### src/rtl/mii_pkg.sv
`default_nettype none
// ============================================================================
// mii_pkg : shared types, CRC-32 constants and nibble CRC step for mii_frame_streamer
// Rev 1.0
// ============================================================================
package mii_pkg;

   typedef enum logic [1:0] {
      ST_IDLE = 2'd0,
      ST_TX   = 2'd1,
      ST_IPG  = 2'd2,
      ST_HOLD = 2'd3
   } mii_state_e;

   localparam logic [31:0] CRC32_POLY_REFL = 32'hEDB8_8320;
   localparam logic [31:0] CRC32_INIT      = 32'hFFFF_FFFF;
   localparam logic [31:0] CRC32_RESIDUE   = 32'hC704_DD7B;

   // Even nibble index carries bits [3:0] of the byte when set.
   localparam logic NIB_LOW_FIRST = 1'b1;

   function automatic logic [31:0] crc32_nib_step(input logic [31:0] crc, input logic [3:0] nib);
      logic [31:0] c;
      c = crc;
      for (int i = 0; i < 4; i++) begin
         if (c[0] ^ nib[i]) c = (c >> 1) ^ CRC32_POLY_REFL;
         else               c = c >> 1;
      end
      return c;
   endfunction

endpackage
`default_nettype wire

### src/rtl/mii_crc32_nib.sv
`default_nettype none
// ============================================================================
// mii_crc32_nib : reflected CRC-32, one nibble per falling clock edge (used with MII_FCS_GEN_EN)
// Rev 1.0
// ============================================================================
module mii_crc32_nib
   import mii_pkg::*;
(
   input  logic        i_clk,
   input  logic        i_rst_n,
   input  logic        i_init,
   input  logic        i_en,
   input  logic [3:0]  i_nib,
   output logic [31:0] o_crc
);

   logic [31:0] r_crc;
   logic [31:0] w_base;

   // Init and enable may coincide: the first nibble folds into a fresh seed.
   assign w_base = i_init ? CRC32_INIT : r_crc;

   always_ff @(negedge i_clk or negedge i_rst_n) begin
      if (!i_rst_n)  r_crc <= CRC32_INIT;
      else if (i_en) r_crc <= crc32_nib_step(w_base, i_nib);
      else           r_crc <= w_base;
   end

   assign o_crc = r_crc;

endmodule
`default_nettype wire

### src/rtl/mii_frame_streamer.sv
`default_nettype none
// ============================================================================
// mii_frame_streamer : streams ROM_IMAGE (byte 0 in bits [7:0]) onto MII TX, low nibble first.
// Optional macro MII_FCS_GEN_EN appends a generated CRC-32 FCS.   Rev 1.0
// ============================================================================
module mii_frame_streamer
   import mii_pkg::*;
#(
   parameter int PKT_SIZE    = 1116,
   parameter int IPG_NIBBLES = 100,
   parameter int FRAME_LIMIT = 0,
   parameter int CRC_START   = 8,
   parameter int CNT_W       = 16,
   parameter logic [PKT_SIZE*8-1:0] ROM_IMAGE = '0
)(
   input  logic             i_tx_clk,
   input  logic             i_rst_n,
   input  logic             i_enable,
   output logic             o_tx_en,
   output logic [3:0]       o_txd,
   output logic             o_busy,
   output logic             o_done,
   output logic [CNT_W-1:0] o_frame_cnt
);

   localparam int ROM_NIBS = 2 * PKT_SIZE;
`ifdef MII_FCS_GEN_EN
   localparam int TOTAL_NIBS = ROM_NIBS + 8;
`else
   localparam int TOTAL_NIBS = ROM_NIBS;
`endif
   localparam int NIB_W  = $clog2(TOTAL_NIBS + 1);
   localparam int BYTE_W = (PKT_SIZE > 1) ? $clog2(PKT_SIZE) : 1;
   localparam int GAP_W  = (IPG_NIBBLES > 1) ? $clog2(IPG_NIBBLES) : 1;

   if (IPG_NIBBLES < 1 || CRC_START < 0 || CRC_START > PKT_SIZE) begin : g_param_check
      $error("mii_frame_streamer: IPG_NIBBLES or CRC_START out of range");
   end

   logic [7:0] w_rom [PKT_SIZE];
   for (genvar g = 0; g < PKT_SIZE; g++) begin : g_rom
      assign w_rom[g] = ROM_IMAGE[g*8 +: 8];
   end

   mii_state_e       r_state, w_state_nx;
   logic [NIB_W-1:0] r_nib, w_nib_nx, w_emit_idx;
   logic [GAP_W-1:0] r_gap, w_gap_nx;
   logic [31:0]      r_frames, w_frames_nx;
   logic [CNT_W-1:0] r_frame_cnt, w_cnt_nx;
   logic             r_tx_en, r_busy, r_done;
   logic [3:0]       r_txd;
   logic             w_start, w_frame_end, w_emit, w_limit_hit;
   logic [7:0]       w_rom_byte;
   logic [3:0]       w_rom_nib, w_data;

   assign w_limit_hit = (FRAME_LIMIT != 0) && (r_frames == 32'(FRAME_LIMIT));

   // r_nib is the index of the next nibble to drive; a frame start always emits nibble 0.
   always_comb begin
      w_state_nx  = r_state;
      w_nib_nx    = r_nib;
      w_gap_nx    = r_gap;
      w_frames_nx = r_frames;
      w_cnt_nx    = r_frame_cnt;
      w_start     = 1'b0;
      w_frame_end = 1'b0;
      case (r_state)
         ST_IDLE: begin
            w_frames_nx = '0;
            if (i_enable) w_start = 1'b1;
         end
         ST_TX: begin
            if (r_nib == NIB_W'(TOTAL_NIBS)) begin
               w_frame_end = 1'b1;
               w_state_nx  = ST_IPG;
               w_gap_nx    = GAP_W'(IPG_NIBBLES - 1);
               w_cnt_nx    = r_frame_cnt + 1'b1;
               w_frames_nx = r_frames + 32'd1;
            end
         end
         ST_IPG: begin
            if (r_gap != '0)     w_gap_nx = r_gap - 1'b1;
            else if (w_limit_hit) w_state_nx = ST_HOLD;
            else if (i_enable)    w_start = 1'b1;
            else begin
               w_state_nx  = ST_IDLE;
               w_frames_nx = '0;
            end
         end
         ST_HOLD: begin
            if (!i_enable) begin
               w_state_nx  = ST_IDLE;
               w_frames_nx = '0;
            end
         end
         default: w_state_nx = ST_IDLE;
      endcase
      if (w_start) w_state_nx = ST_TX;
      w_emit     = w_start || ((r_state == ST_TX) && !w_frame_end);
      w_emit_idx = w_start ? '0 : r_nib;
      if (w_emit) w_nib_nx = w_emit_idx + 1'b1;
   end

   assign w_rom_byte = w_rom[w_emit_idx[BYTE_W:1]];
   assign w_rom_nib  = (w_emit_idx[0] == NIB_LOW_FIRST) ? w_rom_byte[7:4] : w_rom_byte[3:0];

`ifdef MII_FCS_GEN_EN
   logic [31:0] w_crc;
   logic        w_is_fcs, w_crc_en;
   logic [2:0]  w_fcs_sel;

   assign w_is_fcs  = (w_emit_idx >= NIB_W'(ROM_NIBS));
   assign w_fcs_sel = 3'(w_emit_idx - NIB_W'(ROM_NIBS));
   assign w_crc_en  = w_emit && !w_is_fcs && (w_emit_idx >= NIB_W'(2 * CRC_START));

   mii_crc32_nib u_crc (
      .i_clk   (i_tx_clk),
      .i_rst_n (i_rst_n),
      .i_init  (w_start),
      .i_en    (w_crc_en),
      .i_nib   (w_rom_nib),
      .o_crc   (w_crc)
   );

   // CRC register is frozen while the FCS drains, least-significant nibble first.
   assign w_data = w_is_fcs ? ~w_crc[{w_fcs_sel, 2'b00} +: 4] : w_rom_nib;
`else
   assign w_data = w_rom_nib;
`endif

   always_ff @(negedge i_tx_clk or negedge i_rst_n) begin
      if (!i_rst_n) begin
         r_state     <= ST_IDLE;
         r_nib       <= '0;
         r_gap       <= '0;
         r_frames    <= '0;
         r_frame_cnt <= '0;
         r_tx_en     <= 1'b0;
         r_txd       <= 4'h0;
         r_busy      <= 1'b0;
         r_done      <= 1'b0;
      end else begin
         r_state     <= w_state_nx;
         r_nib       <= w_nib_nx;
         r_gap       <= w_gap_nx;
         r_frames    <= w_frames_nx;
         r_frame_cnt <= w_cnt_nx;
         r_tx_en     <= w_emit;
         r_txd       <= w_emit ? w_data : 4'h0;
         r_busy      <= (w_state_nx == ST_TX) || (w_state_nx == ST_IPG);
         r_done      <= (w_state_nx == ST_HOLD);
      end
   end

   assign o_tx_en     = r_tx_en;
   assign o_txd       = r_txd;
   assign o_busy      = r_busy;
   assign o_done      = r_done;
   assign o_frame_cnt = r_frame_cnt;

endmodule
`default_nettype wire

### config.mk
export PLATFORM = sky130hd
export DESIGN_NAME = mii_frame_streamer
export DESIGN_NICKNAME = d
export VERILOG_FILES = /design/src/rtl/mii_pkg.sv /design/src/rtl/mii_crc32_nib.sv /design/src/rtl/mii_frame_streamer.sv
export SDC_FILE = /design/constraint.sdc
export NUM_CORES = 1
export LEC_CHECK = 0
export CELL_PAD_IN_SITES_DETAIL_PLACEMENT = 1
export CELL_PAD_IN_SITES_GLOBAL_PLACEMENT = 1
export CORE_ASPECT_RATIO = 1.1
export CORE_MARGIN = 4
export CORE_UTILIZATION = 43
export CTS_CLUSTER_SIZE = 8
export DETAILED_ROUTE_END_ITERATION = 8
export PLACE_DENSITY = 0.91
export SLEW_MARGIN = 20
export SYNTH_ARGS = -nofsm -noshare
export SYNTH_HDL_FRONTEND = slang
export SYNTH_HIERARCHICAL = 1
export SYNTH_SLANG_ARGS = --single-unit
### constraint.sdc
create_clock -name i_tx_clk -period 2.8 [get_ports i_tx_clk]
set_clock_uncertainty 0.05 [all_clocks]
set_input_delay 0.56 -clock i_tx_clk [delete_from_list [all_inputs] [get_ports i_tx_clk]]
set_output_delay 0.56 -clock i_tx_clk [all_outputs]
set_load 0.01 [all_outputs]
==> Word level (Yosys, flattened, before mapping) <==
Memories as Yosys holds them, arrays and structs flattened.
Index checks and enable logic that the tools add are counted.
{ "word_totals": {"reg_bits": 44, "elab_cells": 50, "latchBits": 0, "ramBits": 0, "rom_bits": 16384, "inputBits": 3, "mem_count": 1} }
{ "classes": {"order_cmp": 1, "n_reduce_logical": 9, "n_eq_ne": 9, "mul": 0, "n_shift": 0, "add_sub_neg": 3, "bitwise_logic": 1, "mux": 18, "n_div": 0} }
{ "memory_table": {"columns": ["memory", "words", "width", "read_ports", "rd_clocked_by_memory_dff", "write_ports", "line_no", "source"], "rows": [
  ["(name not given)", 2048, 8, 1, 0, 0, "mii_frame_streamer.sv:104", "assign w_rom_byte = w_rom[w_emit_idx[BYTE_W:1]];"]
]} }
{ "ops": {"columns": ["op", "count"], "rows": [
  ["16-bit by 1-bit adder with 16-bit output, second input constant", 1],
  ["8-bit 2-to-1 mux", 2],
  ["7-bit 2-to-1 mux", 2],
  ["7-bit one-hot mux with 2 select lines", 1],
  ["12-bit by 1-bit adder with 12-bit output, second input constant", 1],
  ["12-bit == test, second input constant", 1],
  ["12-bit >= comparator, second input constant", 1],
  ["12-bit 2-to-1 mux", 1],
  ["11-bit NOT with 12-bit output", 1],
  ["2-bit == test, second input constant", 4],
  ["2-bit 2-to-1 mux", 4],
  ["4-bit 2-to-1 mux", 2],
  ["7-bit nonzero test", 1],
  ["7-bit by 1-bit subtractor with 7-bit output, second input constant", 1],
  ["2-bit one-hot mux with 3 select lines", 1],
  ["2-bit by 1-bit == test with 1-bit output, second input constant", 2],
  ["1-bit 2-to-1 mux", 4],
  ["2-bit != test, second input constant", 2],
  ["3-bit AND reduction", 1],
  ["2-bit logical NOT", 1],
  ["1-bit logical OR", 2],
  ["1-bit one-hot mux with 2 select lines", 1],
  ["2-bit AND reduction", 1],
  ["2-bit nonzero test", 1],
  ["2 further kinds", 2]
]} }

==> Logic depth before layout (Yosys ltp) <==
Gate-level depths: netlist (run 1).
{ "logic_depth": {"depth_word": 10, "mapped_depth": 11, "depth_no_buf": 11} }

==> results of run 1 <==
[registers in the layout, indices dropped and copies added, names as in the netlist]
| register | count |
|---|---|
| o_busy | 1 |
| o_done | 1 |
| o_tx_en | 1 |
| r_nib | 12 |
| o_frame_cnt | 16 |
| r_gap | 7 |
| r_state | 2 |
[final timing paths]
path | slack [ns] | depth (start not counted) | to | start
setup / recovery | -0.24 | 9 | r_nib[8] | i_enable
hold / removal | 0.41 | 1 | r_gap[0] | r_gap[0]
setup reg to reg | 0.24 | 11 | r_nib[8] | r_gap[0]
hold reg to reg | 0.41 | 1 | r_gap[0] | r_gap[0]
max in group asynchronous | 1.01 | 2 | o_frame_cnt[3] | i_rst_n
min in group asynchronous | 1.45 | 2 | o_frame_cnt[10] | i_rst_n
[through the flow]
| stage | cell area, µm² | hold slack (ns) | instances | util | worst slack, ns |
|---|---|---|---|---|---|
| final | 2610 | 0.409 | 309 | 0.565 | -0.240 |
| after global routing | 2610 | 0.427 | 309 | 0.565 | -0.350 |
| after CTS | 2550 | 0.408 | 305 | 0.553 | -0.219 |
| after detailed placement | 2490 | 0.407 | 290 | 0.539 | -0.937 |
| after global placement | 2490 | 0.387 | 290 | 0.539 | -0.851 |
| after floorplan | 2080 | 0.360 | 198 | - | -0.376 |
[cell families (layout without fill, tap and decap cells)]
group | count (synthesis) | after routing | share of synthesized area
and+or+nand+nor | 86 | 86 | 0.247
AOI/OAI and AO/OA | 21 | 21 | 0.0705
muxes | 2 | 2 | 0.0110
adders and majority gates | 5 | 5 | 0.0306
xor gates and xnor gates | 26 | 26 | 0.112
buffers and inverters | 14 | 69 | 0.0374
other | 1 | 4 | 0.00184
DFF | 40 | 40 | 0.490
[where the power goes]
group | total, mW | internal (mW) | switching, mW
registers | 0.837 | 0.693 | 0.144
clock network | 0.399 | 0.201 | 0.198
logic | 0.615 | 0.308 | 0.306
[worst register-to-register path, stage by stage, from the launching register on]
cell and delay (ns):
dfrtn_1 0.48, inv_1 0.10, ha_1 0.22, nor3b_2 0.19, a21oi_1 0.31, nor2_4 0.09, nor2b_2 0.14, ha_2 0.19
nand4b_1 0.21, nor3_2 0.24, xnor2_1 0.14, nor2_1 0.05
[what timing repair did]
action                     in CTS  in global routing
pin swaps                       3                  8
resized for setup              83                  5
setup endpoints to repair      31                 25
buffers inserted                7                  5
[layout make-up]
class	count	area, µm²
Timing Repair Buffer	56	399
Clock buffer	8	90.1
Tap cell	56	70.1
Fill cell	530	2010
Inverter	5	18.8
Sequential cell	40	1000
Multi-Input combinational cell	144	1030
[layer usage]
layer / up-vias / GRT usage / share of wire
met5: - / 0 / 0
li1: 789 / - / -
met3: 9 / 0.0413 / 0.021
met2: 13 / 0.345 / 0.56
met1: 865 / 0.224 / 0.40
met4: 0 / 0.0652 / 0.017
[cells in the mapped netlist (2+ instances only)]
library cell  instances
o31ai_1               2
nand2_1              13
ha_1                  5
mux2_1                2
inv_1                 5
xnor2_1              23
nor2b_1               4
clkbuf_1              2
o21ai_1               2
a21oi_1               7
nand4_1              10
nor3_1                7
nor2_1               17
buf_4                 6
nor4_1                2
and3_1                6
xor2_1                3
dfrtn_1              40
nand3_1               8
==> summary.txt, run 1 <==
status: finished with violations
failing checks: setup timing
Slew Limit Fails: 0
delay-heaviest family, CP: simple AND/OR/NAND/NOR gates
Final Hold Viols: 0
core area: 0.00462 mm²
leading post-synthesis cells by cell area: dfrtn_1 (49%), xnor2_1 (9.9%), nor2_1 (3.1%), ha_1 (3.1%), nand4_1 (3.1%)
CTS tree: yes
total number of vias: 1676
pin count of the biggest net entering global routing: 41
NumNets Final: 260
VDD IR max: 0.343 mV
commonest non-fill, non-tap cell in the layout: dfrtn_1
CTS Buf Count: 5
required time worst endpoint: 1.50 ns
CP endpoint kind: flip-flop
Die Span X: 73.7 µm
remaining antenna violation count after routing: 0
number of distinct library cells after synthesis: 50
Max-Cap Viols: 0
DR iter-0 viols: 64
total power: 1.85 mW
gr usage total: 0.193
PortBufs: 21
Post-DP HPWL: 3590 µm
Critical-path top delay cell: nor3_2
highest-count cells in the layout ignoring fill and taps: dfrtn_1 (40), buf_4 (34), xnor2_1 (23)
dominant synthesized flop cell: dfrtn_1
WL final: 5190 µm
Die H: 80.3 µm
first-pass GRT wire length: 8690 µm
initial antenna violation count: 0
post-synth top area cell: dfrtn_1
post-DR vias/cell: 5.42
Syn Std Cell Area: 0.00204 mm²
Leak: 1.24 nW
EDFF count, synth: 0
CP arrival: 1.74 ns
Root Driver: clkbuf_8
setup_tns: -1.86 ns
CP max FO: 4
worst skew pair latency: 0.30 ns
CTS Buffer Depth: 2
layout cell share with drive strength beyond 1: 0.312
Startpoint Class: input port
Antenna Cells: 0
# IOs: 26
Post-CTS Hold Fix Bufs: 0
GRT Residual Overflow: 0
CTS H-tree lvls: 2
Min-Delay Path Class: reg -> reg
sequential share of the synthesized area: 0.490
clk slew on worst S/H paths: 0.05 ns
critical setup path kind: in -> reg
Synth top area share: 0.490
count of yosys warnings during synthesis: 6
flops & latches, synth: 40
WL/cell: 16.8 µm
CP cell instances: buf_6 > nand2b_4 > nor2_4 > nor2b_2 > ha_2 > nand4b_1 > nor3_2 > xnor2_1 > nor2_1
full die area: 0.00592 mm²
Site Rows: 26
Initial Util: 0.442
power per cell area: 709 mW/mm²
Area Overhead vs Synth: 27.8%
GP Congestion: 0.814
vias in the first global route: 1794
PnR worst setup slack: -0.240 ns
critical path's largest stage delay: 0.24 ns
Clock Sinks: 40
RSZ-0062 raised after global routing: true
Mean Syn Cell Area: 10.5 µm²
setup violators final: 24
Post-route DRC: 0
Buf/Inv on CP: 1
Async S/R FF share, synth: 1.00
cells after synthesis: 195
drt pass-1 iters: 4
(Power assumes the default switching activity.)
==> run 2, diff against run 1 <==
--- a/config.mk
+++ b/config.mk
@@ -12,6 +12,7 @@
 export CORE_UTILIZATION = 43
 export CTS_CLUSTER_SIZE = 8
 export DETAILED_ROUTE_END_ITERATION = 8
+export HOLD_SLACK_MARGIN = 0.1
 export PLACE_DENSITY = 0.91
 export SLEW_MARGIN = 20
 export SYNTH_ARGS = -nofsm -noshare
==> results of run 2 <==
The final DEF is identical to that of run 1; final timing and power are the same.
==> variant (config.mk and constraints of run 2) <==
The output `o_busy` loses its register stage (`r_busy` becomes a continuous assignment).
--- a/src/rtl/mii_frame_streamer.sv
+++ b/src/rtl/mii_frame_streamer.sv
@@ -137,7 +137,6 @@
          r_frame_cnt <= '0;
          r_tx_en     <= 1'b0;
          r_txd       <= 4'h0;
-         r_busy      <= 1'b0;
          r_done      <= 1'b0;
       end else begin
          r_state     <= w_state_nx;
@@ -147,10 +146,11 @@
          r_frame_cnt <= w_cnt_nx;
          r_tx_en     <= w_emit;
          r_txd       <= w_emit ? w_data : 4'h0;
-         r_busy      <= (w_state_nx == ST_TX) || (w_state_nx == ST_IPG);
          r_done      <= (w_state_nx == ST_HOLD);
       end
    end
+
+   assign r_busy = (w_state_nx == ST_TX) || (w_state_nx == ST_IPG);
 
    assign o_tx_en     = r_tx_en;
    assign o_txd       = r_txd;
Function: not settled (the Yosys comparison gave no result); the edit may change what the design does.
==> variant against run 2 <==
  * The flow still finishes with violations (setup timing)
  * Final area increased by 12%
  * Clock power down 2%
  * Cell count grew 11%
  * Core utilization up 9.7 points
  * Highest routed layer unchanged
  * Setup slack got worse by 1.0 ns
  * Synthesized area is 1.2% lower
  * Non-clock buffer count up 38
  * Power up 17%
  * Sequential cell count shrank 1
  * Wire length increased by 37%
==> variant: results (changes against run 2) <==
clock buffer depth 2 (unchanged); initial antenna violation count 0 (unchanged); port bufs 21 (unchanged); post-route ant nets 0 (unchanged); DR vias/cell 5.57 (+2.6%); critical path data arrival time 3.45 ns (+1.71 ns); clock latency on the worst-skew pair 0.30 ns (about the same); synth top area cells dfrtn_1 (48%), xnor2_1 (10%), nor2_1 (3.2%); R2R Path End r_nib[10]; vias in the first global route 2124 (+18%); R2R cell count 12 (+1); largest net degree at the start of global routing 30 (-27%); Largest register FFs 16 (unchanged); Worst Hold Class reg2reg; Placed Cells incl. Taps 319 (+10%); number of diodes 0 (unchanged); Max Fanout on Critical Path 2 (-2); leakage power 1.43 nW (+15%); Final WS setup -1.26 ns (-1.02 ns); synthesized instance count 194 (-0.51%); Hold Path Depth 2 (+1); Root Driver clkbuf_8; status complete, but fails checks; sequential element share of the synthesized area 48.4% (-0.63 points); Setup Viol. Count Final 24 (unchanged); Final Hold Slack 0.489 ns (+0.0806 ns); first-pass GRT wire length 11400 um (+31%); Netlist cell types 50 (unchanged); Worst R2R Start r_gap[0]; Total GRT Usage 25.8% (+6.5 points); maximum VDD drop 0.583 mV (+70%); Worst Tran Pin Value 0.489 ns; HPWL after DPL 4730 um (+31%); share of layout cells above drive strength 1 43.6% (+12 points); Routed Wire Length 7120 um (+37%); CP endpoint o_busy; DR pass1 iterations 4 (unchanged); CP startpoint kind flip-flop; Reg2Reg Setup Slack 0.19 ns (-0.05 ns); number of CTS-inserted buffers 5 (unchanged); top cells by count, synth dfrtn_1 (39), xnor2_1 (23), nor2_1 (17); Starting DRT DRC Count 88 (+38%); Ys Warns 6 (unchanged); Nets 297 (+14%); htree depth 2 (unchanged); DR vias 1909 (+14%); Async S/R FF share, synth 100% (unchanged); Pint 1.38 mW (+15%); failing checks setup timing; gp weighted congestion 0.793 (-2.6%); clock-pin slew on the worst setup and hold paths 0.05 ns (about the same)
## variant: cell types whose count changed after synthesis, sizes merged
cell | before | now
dfrtn | 40 | 39
## variant: worst min-delay path by stage
stage,start,end
floorplan,r_gap[0],r_gap[0]
global placement,r_gap[0],r_gap[0]
detailed placement,o_frame_cnt[7],o_frame_cnt[7]
CTS,o_frame_cnt[7],o_frame_cnt[7]
global route,o_frame_cnt[3],o_frame_cnt[3]
finish,o_frame_cnt[13],o_frame_cnt[13]
## variant: power by group through the flow
stage	Combinational (mW)	Sequential (mW)	Clock [mW]
after global routing	1.12	0.749	0.424
after floorplan	0.437	0.773	0
after global placement	0.812	0.730	0
final	1.05	0.737	0.391
after detailed placement	0.874	0.738	0
after CTS	0.956	0.732	0.395
## variant: cells by family after synthesis
family                     share of synthesized area [%]
and+or+nand+nor                                     25.0
DFF                                                 48.4
adders and majority gates                           3.10
other                                              0.186
xor gates and xnor gates                            11.3
buffers and inverters                               3.78
AOI/OAI and AO/OA                                   7.13
muxes                                               1.12
## variant: routing by layer
metal / global-route usage (%) / vias up / wire length (um)
met5: 0 / - / 0
met3: 4.91 / 31 / 281
met2: 45.7 / 75 / 3780
met1: 28.0 / 940 / 2660
li1: - / 863 / -
met4: 15.2 / 0 / 398
## variant: critical path: stages, from the launching register on
cell and delay [ns]:
dfrtn_1 0.37, inv_2 0.09, ha_4 0.13, or3b_4 0.40, nor2_4 0.15, o21ai_2 0.06
a21o_1 0.19, ha_4 0.27, buf_6 0.09
## variant: per-stage QoR
step	setup slack, ns	total power [mW]	area (um2)	TNS, ns
3_3_place_gp	-1.30	1.54	2720	-11.58
5_1_grt	-1.32	2.30	2920	-4.78
3_5_place_dp	-1.45	1.61	2720	-13.01
4_1_cts	-1.23	2.08	2820	-3.51
2_1_floorplan	-0.798	1.21	2080	-2.56
6_report	-1.26	2.17	2920	-3.76
## variant: area by class of cell
| type | count | area [um2] |
|---|---|---|
| clock buffers | 6 | 82.6 |
| clock inverters | 1 | 5.00 |
| fillers | 489 | 1490 |
| inverters | 5 | 18.8 |
| multi-input cells | 144 | 1060 |
| flip-flops and latches | 39 | 976 |
| well taps | 54 | 67.6 |
| repair buffers | 94 | 711 |
## variant: what timing repair did
item                                    in CTS  in global routing
pin swaps                                   10                  8
setup buffers                                7                 10
gates resized for setup                     94                  6
endpoints found under the hold margin        0                  0
endpoints found under the setup margin      32                 25
gates cloned                                 0                  0
